### config.mk
export PLATFORM = sky130hd
export DESIGN_NAME = pixel_alu_unit_flat
export DESIGN_NICKNAME = d
export VERILOG_FILES = /design/src/rtl/pixel_alu_unit_if.sv /design/src/rtl/pixel_alu_unit.sv /design/src/flat_wrapper.sv
export SDC_FILE = /design/constraint.sdc
export NUM_CORES = 2
export LEC_CHECK = 0
export ABC_AREA = 0
export CAP_MARGIN = 30
export CORE_AREA = 2 2 271 273
export CTS_CLUSTER_DIAMETER = 200
export CTS_CLUSTER_SIZE = 16
export DETAILED_ROUTE_END_ITERATION = 10
export DIE_AREA = 0 0 273 275
export PLACE_DENSITY = 0.67
export SYNTH_ARGS = -nofsm -noshare
export SYNTH_HDL_FRONTEND = slang
export SYNTH_SLANG_ARGS = --single-unit
### constraint.sdc
create_clock -name clk -period 10.4 [get_ports clk]
set_input_delay 2.08 -clock clk [delete_from_list [all_inputs] [get_ports clk]]
set_output_delay 2.08 -clock clk [all_outputs]
set_load 0.05 [all_outputs]
### src/rtl/pixel_alu_unit_if.sv
// pixel_alu_unit_if: instruction stream, pixel inputs and colour output of one ALU lane.
interface pixel_alu_unit_if #(
  parameter int INSTRUCTION_WIDTH = 46,
  parameter int DATA_WIDTH        = 32,
  parameter int OUTPUT_WIDTH      = 12
);
  logic [INSTRUCTION_WIDTH-1:0] instruction;
  logic [DATA_WIDTH-1:0]        x_coord;
  logic [DATA_WIDTH-1:0]        y_coord;
  logic [DATA_WIDTH-1:0]        f_number;
  logic [OUTPUT_WIDTH-1:0]      output_value;
  modport master (output instruction, x_coord, y_coord, f_number, input output_value);
  modport slave  (input instruction, x_coord, y_coord, f_number, output output_value);
endinterface

### src/rtl/pixel_alu_unit.sv
// pixel_alu_unit: single-issue per-pixel ALU with five private registers and a registered colour output.
module pixel_alu_unit #(
  parameter int INSTRUCTION_WIDTH = 46,
  parameter int DATA_WIDTH        = 32,
  parameter int OUTPUT_WIDTH      = 12
) (
  input logic             clk,
  input logic             reset_n,
  pixel_alu_unit_if.slave bus
);
  logic [INSTRUCTION_WIDTH-1:0] ins;
  logic [3:0]                   op;
  logic [2:0]                   dest, sel_a, sel_b;
  logic                         use_imm, wr;
  logic [DATA_WIDTH-1:0]        imm, a, b, res;
  logic [4:0]                   sh;
  logic [DATA_WIDTH-1:0]        opnd [8];
  logic [DATA_WIDTH-1:0]        regs_q [5];
  logic [OUTPUT_WIDTH-1:0]      out_q;
  assign ins = bus.instruction;
  assign {op, dest, sel_a, sel_b, use_imm, imm} = ins;
  always_comb begin
    for (int k = 0; k < 5; k++) opnd[k] = regs_q[k];
    opnd[5] = bus.x_coord;
    opnd[6] = bus.y_coord;
    opnd[7] = bus.f_number;
  end
  assign a  = opnd[sel_a];
  assign b  = use_imm ? imm : opnd[sel_b];
  assign sh = b[4:0];
  // opcodes 0 and 15 never write, so zeroed instruction memory is inert
  assign wr = (op != 4'd0) && (op != 4'd15);
  always_comb begin
    res = '0;
    case (op)
      4'd1:  res = a + b;
      4'd2:  res = a - b;
      4'd3:  res = a & b;
      4'd4:  res = a | b;
      4'd5:  res = a ^ b;
      4'd6:  res = a << sh;
      4'd7:  res = a >> sh;
      4'd8:  res = $signed(a) >>> sh;
      4'd9:  res = a * b;
      4'd10: res = b;
      4'd11: res = DATA_WIDTH'($signed(a) < $signed(b));
      4'd12: res = DATA_WIDTH'(a == b);
      4'd13: res = ($signed(a) < $signed(b)) ? a : b;
      4'd14: res = ($signed(a) < $signed(b)) ? b : a;
      default: res = '0;
    endcase
  end
  // dest 5/6 name read-only inputs, so writes there fall through untouched
  always_ff @(posedge clk or negedge reset_n) begin
    if (!reset_n) begin
      for (int k = 0; k < 5; k++) regs_q[k] <= '0;
      out_q <= '0;
    end else begin
      for (int k = 0; k < 5; k++) if (wr && dest == 3'(k)) regs_q[k] <= res;
      if (wr && dest == 3'd7) out_q <= res[OUTPUT_WIDTH-1:0];
    end
  end
  assign bus.output_value = out_q;
endmodule

### src/flat_wrapper.sv
// flat-port wrapper written by rule: the top's interface ports become plain ports
module pixel_alu_unit_flat 
#(
  parameter int INSTRUCTION_WIDTH = 46,
  parameter int DATA_WIDTH        = 32,
  parameter int OUTPUT_WIDTH      = 12
)
  (clk, reset_n, bus_instruction, bus_x_coord, bus_y_coord, bus_f_number, bus_output_value);
  pixel_alu_unit_if #(.INSTRUCTION_WIDTH(INSTRUCTION_WIDTH), .DATA_WIDTH(DATA_WIDTH), .OUTPUT_WIDTH(OUTPUT_WIDTH)) bus_i ();
  input logic clk;
  input logic reset_n;
  input wire logic [$bits(bus_i.instruction)-1:0] bus_instruction;
  input wire logic [$bits(bus_i.x_coord)-1:0] bus_x_coord;
  input wire logic [$bits(bus_i.y_coord)-1:0] bus_y_coord;
  input wire logic [$bits(bus_i.f_number)-1:0] bus_f_number;
  output wire logic [$bits(bus_i.output_value)-1:0] bus_output_value;
  assign bus_i.instruction = bus_instruction;
  assign bus_i.x_coord = bus_x_coord;
  assign bus_i.y_coord = bus_y_coord;
  assign bus_i.f_number = bus_f_number;
  assign bus_output_value = bus_i.output_value;
  pixel_alu_unit #(.INSTRUCTION_WIDTH(INSTRUCTION_WIDTH), .DATA_WIDTH(DATA_WIDTH), .OUTPUT_WIDTH(OUTPUT_WIDTH)) u_core (.clk(clk), .reset_n(reset_n), .bus(bus_i));
endmodule
==> results.yml <==
synthesis:
  synthAdderAreaFrac: 0.307
  synth_nets: 4651
  synth_area_per_cell_um2: 9.21
  synth-compound-area-share: 0.145
  synthMuxAreaShare: 0.197
  netlist_area_mm2: 0.0357
  synth_flop_cell: "dfrtp_1"
  synth_edf_count: 0
  yosysSeqAreaShare: 0.121
  synth_xor_area_frac: 0.0235
  ys_ff_latch: 172
  netlist_instances: 3877
  synthArstFlopShare: 1.00
  synth_simple_gate_area_frac: 0.116
  synth_top_family_by_area: "adder cells"
  ys_types: 99
  ys_warn_count: 0
layout:
  syn2layout_area_growth_pct: 22.7
  multiInputGateArea_mm2: 0.0288
  fin_nets: 5143
  seq_area_mm2: 0.00430
  drive_above_1_share: 0.256
  nFillCells: 6242
floorplan:
  core_area_mm2: 0.0723
  io_pins: 156
  initial_utilization: 0.493
  fp.dieH_um: 275
  dieWidth_um: 273
  num_rows: 99
  die_area_mm2: 0.0751
setup_path:
  arrival_ps: 10580
  crit_path_max_incr_delay_ps: 540
  r2r_cells: 30
  regToRegSetupSlack_ps: 1730
  critPathCaptureType: "flop"
  r2r_end: "u_core.opnd[124]"
  cp_data_required_time_ps: 10720
  crit_top_cell: "fa_1"
  r2r_start: "u_core.opnd[199]"
  cp-start-kind: "primary input"
  critical_path_class: "in2reg"
  endpoint: "u_core.opnd[124]"
  crit_path_top_delay_cell: "mux4_2"
  critPathLaunch: "bus_f_number[3]"
  cp_max_fo: 7
global_routing:
  grt_pass1_wl_mm: 242
  grt_antenna_before_repair: 6
  grt_start_max_net_pins: 98
  grt_pass1_vias: 34216
  grt_util_all_layers: 0.449
  overflow: 0
sta:
  drv_slew: 0
  postLayoutSetupSlackWorst_ps: 143
  hold_slack_ps: 508
  clock.fmax_mhz: 97.5
  setup_tns_ps: 0
  slew_headroom: 0.188
  clock_skew_ps: 13.6
  fin_crit_ps: 10260
  final_hold_viol_count: 0
  worstMarginPinSlew_ps: 1200
  fin_crit_sh: 0.986
  setup_viol: 0
route:
  avgRoutedWirePerCell_um: 32.1
  via_count: 34719
  drt_pass1_iterations: 6
  drt_iter0_markers: 4534
  drtAntennaViolNets: 0
  drt-vias-per-instance: 6.50
  drc: 0
  totalWireLength_mm: 172
clock_tree:
  htreeDepth: 4
  clock_tree.buffer_depth: 2
  cts_tree: "yes"
  insertion_delay_ps: 450
  cts_buffers: 17
  cts_sinks: 172
  ctsRootBufferMaster: "clkbuf_16"
  clk_pin_slew_ps: 70
place:
  dp_hpwl_mm: 138
  io_buffers: 155
  pre_cts_ws_ps: -584
  gp_congestion: 1.08
outcome:
  status: "completed"
job:
  maxCapViolations: 0
min_path:
  hold_class: "reg2reg"
[layout by cell type (no fill, tap or decap), drive strengths merged, types with 68 or more instances in the layout]
cell           synthesis  layout
clkdlybuf4s50          0     143
xnor2                 68      68
o21ai                135     135
mux2i                137     137
mux4                 130     130
mux2                 228     228
nor2                 465     465
fa                   410     410
nand2                342     342
o211ai                69      69
dfrtp                172     172
inv                  472     478
buf                  100     590
a21oi                158     158
ha                   220     220
[repair_timing]
action | in CTS | in global routing
buffers inserted | 0 | 39
cloned | 1 | 4
endpoints found under the hold margin | 0 | 0
endpoints found under the setup margin | 12 | 75
hold buffers | 0 | 0
pin swaps | 3 | 56
resized for setup | 7 | 120
[registers in the layout, summed over array words and instances, names as in the netlist]
register                 count
u_core.bus.output_value     12
u_core.opnd                160
[kinds of logic after synthesis]
| family | Yosys count |
|---|---|
| AOI/OAI and AO/OA | 751 |
| muxes | 495 |
| and+or+nand+nor | 990 |
| adders and majority gates | 630 |
| buffers and inverters | 752 |
| DFF | 172 |
| xor gates and xnor gates | 87 |
[routing by layer]
layer,vias up,share of wire,routed length (um),track usage
li1,14345,-,-,-
met1,17447,0.38,65000,0.583
met2,2348,0.44,75200,0.689
met3,575,0.10,17900,0.0862
met4,4,0.079,13500,0.288
met5,-,0.00015,25,0
[final cells by class]
class,instances,area share
Multi-Input combinational cell,2953,0.658
Timing Repair Buffer,741,0.161
Sequential cell,172,0.0982
Inverter,484,0.0420
Tap cell,959,0.0274
Clock buffer,17,0.00971
Clock inverter,15,0.00343
Antenna cell,3,0.000171
[stage by stage]
step	std cells	area [um2]	utilization
final	5344	43800	0.606
after detailed placement	5263	42200	0.584
after floorplan	3877	36000	-
after global placement	5261	42200	0.583
after CTS	5296	42900	0.592
after global routing	5342	43800	0.606
[how the worst min path moves through the flow]
stage	startpoint	to	slack [ps]	cells past startpoint
2_1_floorplan	u_core.opnd[106]	u_core.opnd[106]	460	2
3_3_place_gp	u_core.bus.output_value[10]	u_core.bus.output_value[10]	470	2
3_5_place_dp	u_core.bus.output_value[10]	u_core.bus.output_value[10]	480	2
4_1_cts	u_core.bus.output_value[10]	u_core.bus.output_value[10]	510	2
5_1_grt	u_core.bus.output_value[3]	u_core.bus.output_value[3]	540	1
6_report	u_core.bus.output_value[3]	u_core.bus.output_value[3]	510	1
[cell usage after synthesis (17+ instances only)]
| library cell | instances | area (um2) |
|---|---|---|
| a21o_1 | 30 | 225 |
| mux2_2 | 225 | 2530 |
| xnor2_1 | 67 | 587 |
| a221oi_1 | 35 | 307 |
| clkbuf_1 | 159 | 597 |
| o221ai_1 | 40 | 350 |
| fa_1 | 410 | 8210 |
| buf_1 | 25 | 93.8 |
| nor2b_1 | 19 | 119 |
| a21oi_1 | 158 | 791 |
| o21bai_1 | 22 | 165 |
| buf_6 | 17 | 191 |
| dfrtp_1 | 172 | 4300 |
| ha_1 | 220 | 2750 |
| nand3_1 | 38 | 190 |
| nand2b_1 | 23 | 144 |
| o21a_1 | 28 | 210 |
| o211ai_1 | 66 | 495 |
| mux4_2 | 113 | 2540 |
| a21boi_0 | 17 | 128 |
| mux2i_1 | 125 | 1250 |
| a211oi_1 | 36 | 270 |
| a22oi_1 | 17 | 128 |
| o22ai_1 | 35 | 219 |
| nor2_1 | 463 | 1740 |
| inv_1 | 466 | 1750 |
| o21ai_0 | 122 | 611 |
| nand2_1 | 342 | 1280 |
| mux4_1 | 17 | 447 |
| buf_2 | 37 | 185 |
| nor3_1 | 31 | 155 |
[critical path, delay by kind of cell]
family          cells  cell delay (ps)
fa+ha+maj           9             4290
buf+inv             9             1380
mux                 4             1250
compound gates      6              840
simple gates        3              710
Power is left out: the tool's default activity adds up to more than one toggle a clock period on the data nets, which glitch-free logic cannot reach.
